`config.mk`:
```
export PLATFORM = sky130hd
export DESIGN_NAME = au_seq_ctl
export DESIGN_NICKNAME = d
export VERILOG_FILES = /design/src/rtl/au_seq_ctl.sv
export SDC_FILE = /design/constraint.sdc
export NUM_CORES = 1
export LEC_CHECK = 0
export BUFFER_PORTS_ARGS = -buffer_cell sky130_fd_sc_hd__buf_2
export CAP_MARGIN = 20
export CORE_UTILIZATION = 45
export CTS_CLUSTER_DIAMETER = 60
export DETAILED_ROUTE_END_ITERATION = 7
export PLACE_DENSITY = 0.72
export SETUP_SLACK_MARGIN = 0.1
export SYNTH_ARGS = -nofsm -noshare
export SYNTH_HDL_FRONTEND = slang
export SYNTH_SLANG_ARGS = --single-unit
```
`constraint.sdc`:
```
create_clock -name i_clk -period 5.5 [get_ports i_clk]
set_input_delay 0.825 -clock i_clk [delete_from_list [all_inputs] [get_ports i_clk]]
set_output_delay 0.825 -clock i_clk [all_outputs]
set_load 0.01 [all_outputs]
```
`src/rtl/au_seq_ctl.sv`:
```
// au_seq_ctl: job sequencer for one packed arithmetic unit.
// Takes a job (control word + beat count), streams operand pairs into the unit through a
// registered stage, and sums the unit's 16-bit results into a wide signed accumulator.
// Control word layout (i_cfg_ctl / o_au_ctl):
//   [3:2] mode  : 0 M8, 1 M4, 2 M2, 3 XNOR
//   [1]   iNumT : 0 unsigned, 1 signed
//   [0]   wNumT : 0 unsigned, 1 signed
module au_seq_ctl #(
    parameter int unsigned ACC_W = 24,
    parameter int unsigned LEN_W = 10,
    parameter bit          SAT   = 1'b1
) (
    input  logic             i_clk,
    input  logic             i_rst_n,
    input  logic             i_cfg_valid,
    output logic             o_cfg_ready,
    input  logic [3:0]       i_cfg_ctl,
    input  logic [LEN_W-1:0] i_cfg_len,
    input  logic             i_op_valid,
    output logic             o_op_ready,
    input  logic [15:0]      i_ipix,
    input  logic [15:0]      i_wpix,
    output logic [3:0]       o_au_ctl,
    output logic [15:0]      o_au_ipix,
    output logic [15:0]      o_au_wpix,
    input  logic [15:0]      i_au_sum,
    output logic             o_res_valid,
    input  logic             i_res_ready,
    output logic [ACC_W-1:0] o_res,
    output logic             o_busy
);

    localparam logic [1:0]       MODE_XNOR = 2'd3;
    localparam int unsigned      EXT_W     = ACC_W - 16;
    localparam logic [ACC_W-1:0] ACC_MAX   = {1'b0, {(ACC_W-1){1'b1}}};
    localparam logic [ACC_W-1:0] ACC_MIN   = {1'b1, {(ACC_W-1){1'b0}}};
    localparam logic [LEN_W-1:0] LEN_ZERO  = '0;
    localparam logic [LEN_W-1:0] LEN_ONE   = LEN_W'(1);

    typedef enum logic [1:0] {StIdle, StRun, StDrain, StDone} state_e;

    state_e           r_state;
    logic [LEN_W-1:0] r_remaining;
    logic             r_stage_v;
    logic             r_cfg_ready;
    logic             r_op_ready;
    logic             r_res_valid;
    logic             r_busy;
    logic [3:0]       r_au_ctl;
    logic [15:0]      r_ipix;
    logic [15:0]      r_wpix;
    logic [ACC_W-1:0] r_acc;

    logic             w_cfg_hs;
    logic             w_op_hs;
    logic             w_sign_ext;
    logic             w_ovf;
    logic [ACC_W-1:0] w_sum_ext;
    logic [ACC_W:0]   w_acc_wide;
    logic [ACC_W-1:0] w_acc_next;

    // Ready flags are only ever high in the state that may accept, so no state term needed.
    assign w_cfg_hs = i_cfg_valid & r_cfg_ready;
    assign w_op_hs  = i_op_valid & r_op_ready;

    // Any signed operand (or XNOR mode) makes the unit's result a signed quantity.
    assign w_sign_ext = (r_au_ctl[3:2] == MODE_XNOR) | r_au_ctl[1] | r_au_ctl[0];
    assign w_sum_ext  = {{EXT_W{w_sign_ext & i_au_sum[15]}}, i_au_sum};

    // One extra bit of headroom exposes signed overflow as a mismatch of the top two bits.
    assign w_acc_wide = {r_acc[ACC_W-1], r_acc} + {w_sum_ext[ACC_W-1], w_sum_ext};
    assign w_ovf      = w_acc_wide[ACC_W] ^ w_acc_wide[ACC_W-1];

    // Saturating or wrapping accumulator update.
    always_comb begin
        w_acc_next = w_acc_wide[ACC_W-1:0];
        if (SAT && w_ovf) begin
            w_acc_next = w_acc_wide[ACC_W] ? ACC_MIN : ACC_MAX;
        end
    end

    // Job sequencing FSM with registered handshake/status outputs.
    always_ff @(posedge i_clk or negedge i_rst_n) begin
        if (!i_rst_n) begin
            r_state     <= StIdle;
            r_remaining <= '0;
            r_cfg_ready <= 1'b1;
            r_op_ready  <= 1'b0;
            r_res_valid <= 1'b0;
            r_busy      <= 1'b0;
            r_au_ctl    <= '0;
        end else begin
            unique case (r_state)
                StIdle: begin
                    if (w_cfg_hs) begin
                        r_au_ctl    <= i_cfg_ctl;
                        r_remaining <= i_cfg_len;
                        r_cfg_ready <= 1'b0;
                        r_busy      <= 1'b1;
                        if (i_cfg_len != LEN_ZERO) begin
                            r_state    <= StRun;
                            r_op_ready <= 1'b1;
                        end else begin
                            r_state     <= StDone;
                            r_res_valid <= 1'b1;
                        end
                    end
                end
                StRun: begin
                    if (w_op_hs) begin
                        r_remaining <= r_remaining - LEN_ONE;
                        // Ready drops together with the count reaching zero.
                        if (r_remaining == LEN_ONE) begin
                            r_state    <= StDrain;
                            r_op_ready <= 1'b0;
                        end
                    end
                end
                StDrain: begin
                    r_state     <= StDone;
                    r_res_valid <= 1'b1;
                end
                StDone: begin
                    if (i_res_ready) begin
                        r_state     <= StIdle;
                        r_res_valid <= 1'b0;
                        r_busy      <= 1'b0;
                        r_cfg_ready <= 1'b1;
                    end
                end
                default: r_state <= StIdle;
            endcase
        end
    end

    // Operand stage: loads on a beat handshake, holds otherwise; stage_v marks a fresh beat.
    always_ff @(posedge i_clk or negedge i_rst_n) begin
        if (!i_rst_n) begin
            r_ipix    <= '0;
            r_wpix    <= '0;
            r_stage_v <= 1'b0;
        end else begin
            r_stage_v <= w_op_hs;
            if (w_op_hs) begin
                r_ipix <= i_ipix;
                r_wpix <= i_wpix;
            end
        end
    end

    // Accumulator: cleared when a job is accepted, adds the unit result of each staged beat.
    always_ff @(posedge i_clk or negedge i_rst_n) begin
        if (!i_rst_n) begin
            r_acc <= '0;
        end else if (w_cfg_hs) begin
            r_acc <= '0;
        end else if (r_stage_v) begin
            r_acc <= w_acc_next;
        end
    end

    assign o_cfg_ready = r_cfg_ready;
    assign o_op_ready  = r_op_ready;
    assign o_res_valid = r_res_valid;
    assign o_busy      = r_busy;
    assign o_au_ctl    = r_au_ctl;
    assign o_au_ipix   = r_ipix;
    assign o_au_wpix   = r_wpix;
    assign o_res       = r_acc;

endmodule

```
== After elaboration in Yosys (flattened, before gate mapping) ==
Cells that the tools add are included.

* Register bits after elaboration: 77
* Input port bits: 67
* Output and inout port bits: 64

* Add/sub/neg operators: 2
* Eq/ne operators: 11
* Mux-type cells: 27
* Bitwise operators: 6
* Reduce and logical (&&, ||, !) cells: 12

{| class="wikitable"
|+ Operator list
! kind !! number
|-
| $mux 24 || 4
|-
| $add 24x17->25 || 1
|-
| $mux 10 || 2
|-
| $pmux 10 s2 || 1
|-
| $ne 2x2->1 const B || 6
|-
| $eq 10x1->1 const B || 1
|-
| $mux 1 || 10
|-
| $mux 2 || 5
|-
| $reduce_bool 10->1 || 1
|-
| $sub 10x1->10 const B || 1
|-
| $pmux 2 s4 || 1
|-
| $reduce_and 4->1 || 2
|-
| $eq 2x2->1 const B || 3
|-
| $pmux 1 s2 || 3
|-
| $reduce_and 3->1 || 2
|-
| $reduce_bool 2->1 || 3
|-
| $reduce_and 5->1 || 1
|-
| $and 1x1->1 || 3
|-
| $pmux 1 s3 || 1
|-
| $reduce_bool 3->1 || 1
|-
| $eq 2x1->1 const B || 1
|-
| $logic_not 2->1 || 1
|-
| $or 1x1->1 || 2
|-
| $reduce_and 2->1 || 1
|-
| $xor 1x1->1 || 1
|}

== Depth between registers and ports, before layout ==
* Depth after elaboration: 9
* Depth in mapped cells: 12
* Depth with buffers taken out: 11

== Least setup slack after synthesis ==
OpenSTA, ideal clock, no wires.

* Kind: input -> register
* Start point: in i_au_sum[15]
* End point: reg r_acc[22], in the netlist o_res[22]
* Data arrival time: 3,048 ps
* Required time: 5,364 ps
* Setup slack: 2,316 ps
* Cell stages on the path: 9
* Cell sequence: nor2b_1 > ha_1 > a21oi_1 > o21ai_0 > a22o_1 > a41oi_1 > mux2_2 > a2111oi_0 > o211ai_1

* Word-level cells in the longest chain between the ends: 6
* Elaborated cells on any way between the ends: 7
* Those cells by class: add/sub: 1; mux: 4; bitwise: 2

{| class="wikitable"
|+ RTL lines
! what !! RTL line !! text
|-
| from (decl) || 26 || <nowiki>input logic [15:0] i_au_sum,</nowiki>
|-
| $and 1x1->1 || 68 || <nowiki>assign w_sum_ext = {{EXT_W{w_sign_ext & i_au_sum[15]}}, i_au_sum};</nowiki>
|-
| $add 24x17->25 * || 71 || <nowiki>assign w_acc_wide = {r_acc[ACC_W-1], r_acc} + {w_sum_ext[ACC_W-1], w_sum_ext};</nowiki>
|-
| $mux 24 / $xor 1x1->1 (equally long branches) || 78, 72 ||
|-
| $mux 24 * || 77 || <nowiki>if (SAT && w_ovf) begin</nowiki>
|-
| $mux 24 * || 157 || <nowiki>end else if (r_stage_v) begin</nowiki>
|-
| $mux 24 * || 155 || <nowiki>end else if (w_cfg_hs) begin</nowiki>
|-
| to (signal assigned) || 158 || <nowiki>r_acc <= w_acc_next;</nowiki>
|-
| to (decl) || 52 || <nowiki>logic [ACC_W-1:0] r_acc;</nowiki>
|}

Every way passes the cells marked *; elsewhere a longest branch is shown, timed or not. The select of a mux whose other input is x is not followed.
A chain may end at the register's enable or synchronous reset.

== Worst setup path in the final report ==
* Start point: reg r_au_ctl[2], in the netlist o_au_ctl[2]
* End point: reg r_acc[1], in the netlist o_res[1]

* Word-level cells in the longest chain between the ends: 9
* Elaborated cells on any way between the ends: 10
* Those cells by class: add/sub: 1; eq/ne: 1; mux: 4; bitwise: 4

{| class="wikitable"
|+ RTL lines
! what !! RTL line !! text
|-
| from (decl) || 49 || <nowiki>logic [3:0] r_au_ctl;</nowiki>
|-
| from (signal assigned) || 96 || <nowiki>r_au_ctl <= i_cfg_ctl;</nowiki>
|-
| $eq 2x2->1 * || 67 || <nowiki>assign w_sign_ext = (r_au_ctl[3:2] == MODE_XNOR) | r_au_ctl[1] | r_au_ctl[0];</nowiki>
|-
| $or 1x1->1 * (2 in a row) || 67 ||
|-
| $and 1x1->1 * || 68 ||
|-
| $add 24x17->25 * || 71 ||
|-
| $mux 24 / $xor 1x1->1 (equally long branches) || 78, 72 ||
|-
| $mux 24 * || 77 ||
|-
| $mux 24 * || 157 ||
|-
| $mux 24 * || 155 ||
|}

Marked as above.

==> key figures <==
Status
  • Status: complete, no violations

Setup path
  • Crit-path leading delay family: compound AO/OA/AOI/OAI gates
  • Crit Path Category: flip-flop to flip-flop
  • CP Capture Type: flip-flop
  • CP Data Arrival Time: 4110 ps
  • CP Cell Sequence: a211oi_1 -> nor2b_1 -> ha_1 -> a21o_1 -> a31o_2 -> a221oi_1 -> o21ai_2 -> xor2_2 -> nand3_1 -> o211ai_1
  • Critical path buffers and inverters: 0
  • CP required: 5750 ps
  • Highest-delay cell along the critical path: nand3_1
  • Crit start category: flip-flop
  • Critical Path Fanout Max: 21
  • Max incr delay on CP: 750 ps

Routing
  • Routed Antenna Nets: 0
  • Post-route DRC: 0
  • Routed WL: 10700 microns
  • DR WL/cell: 14.9 microns
  • Drt initial violations: 146
  • Vias: 3939
  • Vias per std cell: 5.52
  • DRT Pass-1 Iters: 7

Synth
  • Mapped Cells: 446
  • Post-Syn Area: 0.00460 sq mm
  • Synth top area share: 41.4%
  • Post-synth EDFFs: 0
  • Syn avg cell area: 10.3 sq um
  • Synth top area cells: dfrtp_1 (41%), mux2_2 (9.3%), ha_1 (8.4%)
  • Sequential area share after synthesis: 41.9%
  • Unique masters post-synth: 60
  • Synth Register Bits: 77
  • Syn Nets: 545
  • Synth Flop Type: dfrtp_1
  • Asr flop ratio synth: 100%
  • Leading area contributor after synthesis: dfrtp_1
  • Synth warn: 0

Pwr
  • Leakage: 2.91 nW
  • Pwr dens: 184 mW/mm^2
  • Peak VDD IR: 0.130 mV

Clocking
  • Clock sinks: 77
  • Post-CTS Setup Bufs: 0
  • Clock Tree Buf Depth: 2
  • TritonCTS clock tree: done
  • TritonCTS buffer count: 9
  • Clock root buffer master: clkbuf_8
  • Clock slew at reported path FFs: 100 ps
  • Later-pin clock latency in the skew report: 350 ps
  • Htree depth: 3
  • CTS-repair resized insts: 0
  • Cts hold-fix bufs: 0

Timing
  • Fmax: 259 MHz
  • Setup_tns: 0 ps
  • Clock Skew: 18.0 ps
  • Minimum period implied by the final worst setup slack: 3870 ps
  • Worst-margin pin slew: 977 ps
  • Unrepaired setup endpoints after global routing: false
  • Final Cycle Share: 70.3%
  • Final setup viols: 0
  • Final hold vios: 0
  • Max-Slew Margin vs Limit: 34.7%
  • Setup ws final: 1630 ps
  • Slew Limit Fails: 0

Die
  • Initial Utilization: 46.8%
  • Full die area: 0.0106 sq mm
  • I/O pins: 131
  • Rows: 36
  • Core area: 0.00982 sq mm
  • Die Ht: 103 microns
  • Width of the die: 103 microns

GRT
  • First-pass GRT wire length: 17200 microns
  • Initial antenna violation count: 0
  • Largest net degree at the start of global routing: 78
  • Remaining global-route overflow: 0
  • GRT Util Overall: 20.7%
  • Vias in the first global route: 3750

Final layout
  • Fillers: 918
  • Most frequent cells in the layout: buf_2 (129), dfrtp_1 (76), nand2_1 (44)
  • Area grow syn2layout: 20.9%
  • Nets: 674
  • Share of cells above drive strength 1: 35.3%
  • Most common cell after layout, fill and taps aside: buf_2
  • Ant diodes: 0

Run
  • Max Cap Violations: 0

Placement
  • DP HPWL: 7790 microns
  • IO Port Bufs: 130
  • Place WS: 1300 ps
  • Routability cong.: 0.860

Min path
  • Hold Path Class: input port to async pin
-- worst paths after layout --
kind                                    start            end  slack (ps)  cells past startpoint
worst min-delay path                  i_rst_n       o_res[6]         390                      1
worst min register to register  o_au_ipix[13]  o_au_ipix[13]         510                      1
worst max register to register    o_au_ctl[2]       o_res[1]        1630                     10
max in group asynchronous             i_rst_n    o_cfg_ready        4480                      2
worst max-delay path              o_au_ctl[2]       o_res[1]        1630                     10
min in group i_clk              o_au_ipix[13]  o_au_ipix[13]         510                      1
-- state kept, by name, indices dropped and copies added, names as in the netlist --
signal       cells
r_state          2
o_au_wpix       16
o_au_ctl         4
o_busy           1
r_remaining     10
o_cfg_ready      1
o_res           24
o_au_ipix       16
o_res_valid      1
o_op_ready       1
r_stage_v        1
-- kinds of logic (layout without fill, tap and decap cells) --
logic type,Yosys count,count (layout),synth area share [%]
adders and majority gates,32,32,8.87
xor gates and xnor gates,18,18,3.59
buffers and inverters,35,169,3.29
and+or+nand+nor,97,97,10.1
muxes,41,41,9.96
DFF,77,77,41.9
AOI/OAI and AO/OA,146,146,22.2
-- report_power, final --
group / internal (mW) / total, mW / switching [mW]
clock: 0.168 / 0.395 / 0.228
combinational: 0.0277 / 0.0602 / 0.0325
sequential: 0.566 / 0.566 / 0
total: 0.761 / 1.02 / 0.260
-- per-layer routing --
layer	part of all wire (%)	vias up	track usage, %
met5	0	-	0
met4	0.86	0	5.09
met3	6.2	10	5.63
met2	48	137	34.2
met1	45	1887	27.1
li1	-	1905	-
-- final cells by class --
class	instances	area [sq um]	area share, %
repair buffers	134	703	12.6
multi-input cells	334	2520	45.3
inverters	19	71.3	1.28
clock buffers	10	128	2.30
flip-flops and latches	77	1930	34.7
clock inverters	6	45.0	0.810
well taps	133	166	2.99
-- synthesized netlist by cell type, types with 2 or more instances --
cell type and instances:
clkbuf_1 9, a31o_2 3, buf_6 2, a21oi_1 35, and2_1 5, nor2_1 9, xor2_1 9, o2111ai_1 2
a41oi_1 2, a211oi_1 2, nand2_1 44, o22ai_1 6, a21boi_0 2, a22oi_1 2, nand2b_1 4, nor2b_1 4
o211ai_2 5, nor3b_1 2, mux2i_1 3, xnor2_1 8, buf_1 3, or4_1 3, a21o_1 9, o311ai_0 2
o21ai_0 27, ha_1 31, inv_1 18, nor4_1 2, dfrtp_1 76, o21ai_2 3, o211ai_1 19, a211o_1 3
a22o_1 5, mux2_2 38, nand4_1 2, nand3_1 10, nor3_1 6, o21a_1 4, o31ai_1 4, and3_1 3
-- metrics by stage --
| stage | cells | instance area (sq um) | total power, mW | utilization (%) | hold WS [ps] |
|---|---|---|---|---|---|
| global route | 713 | 5560 | 1.07 | 56.6 | 393 |
| finish | 713 | 5560 | 1.02 | 56.6 | 394 |
| floorplan | 446 | 4600 | 0.595 | - | 468 |
| detailed placement | 696 | 5360 | 0.636 | 54.6 | 491 |
| CTS | 712 | 5530 | 1.03 | 56.3 | 511 |
| global placement | 696 | 5360 | 0.634 | 54.6 | 483 |
No activity file was read; power rests on OpenSTA's default activity.
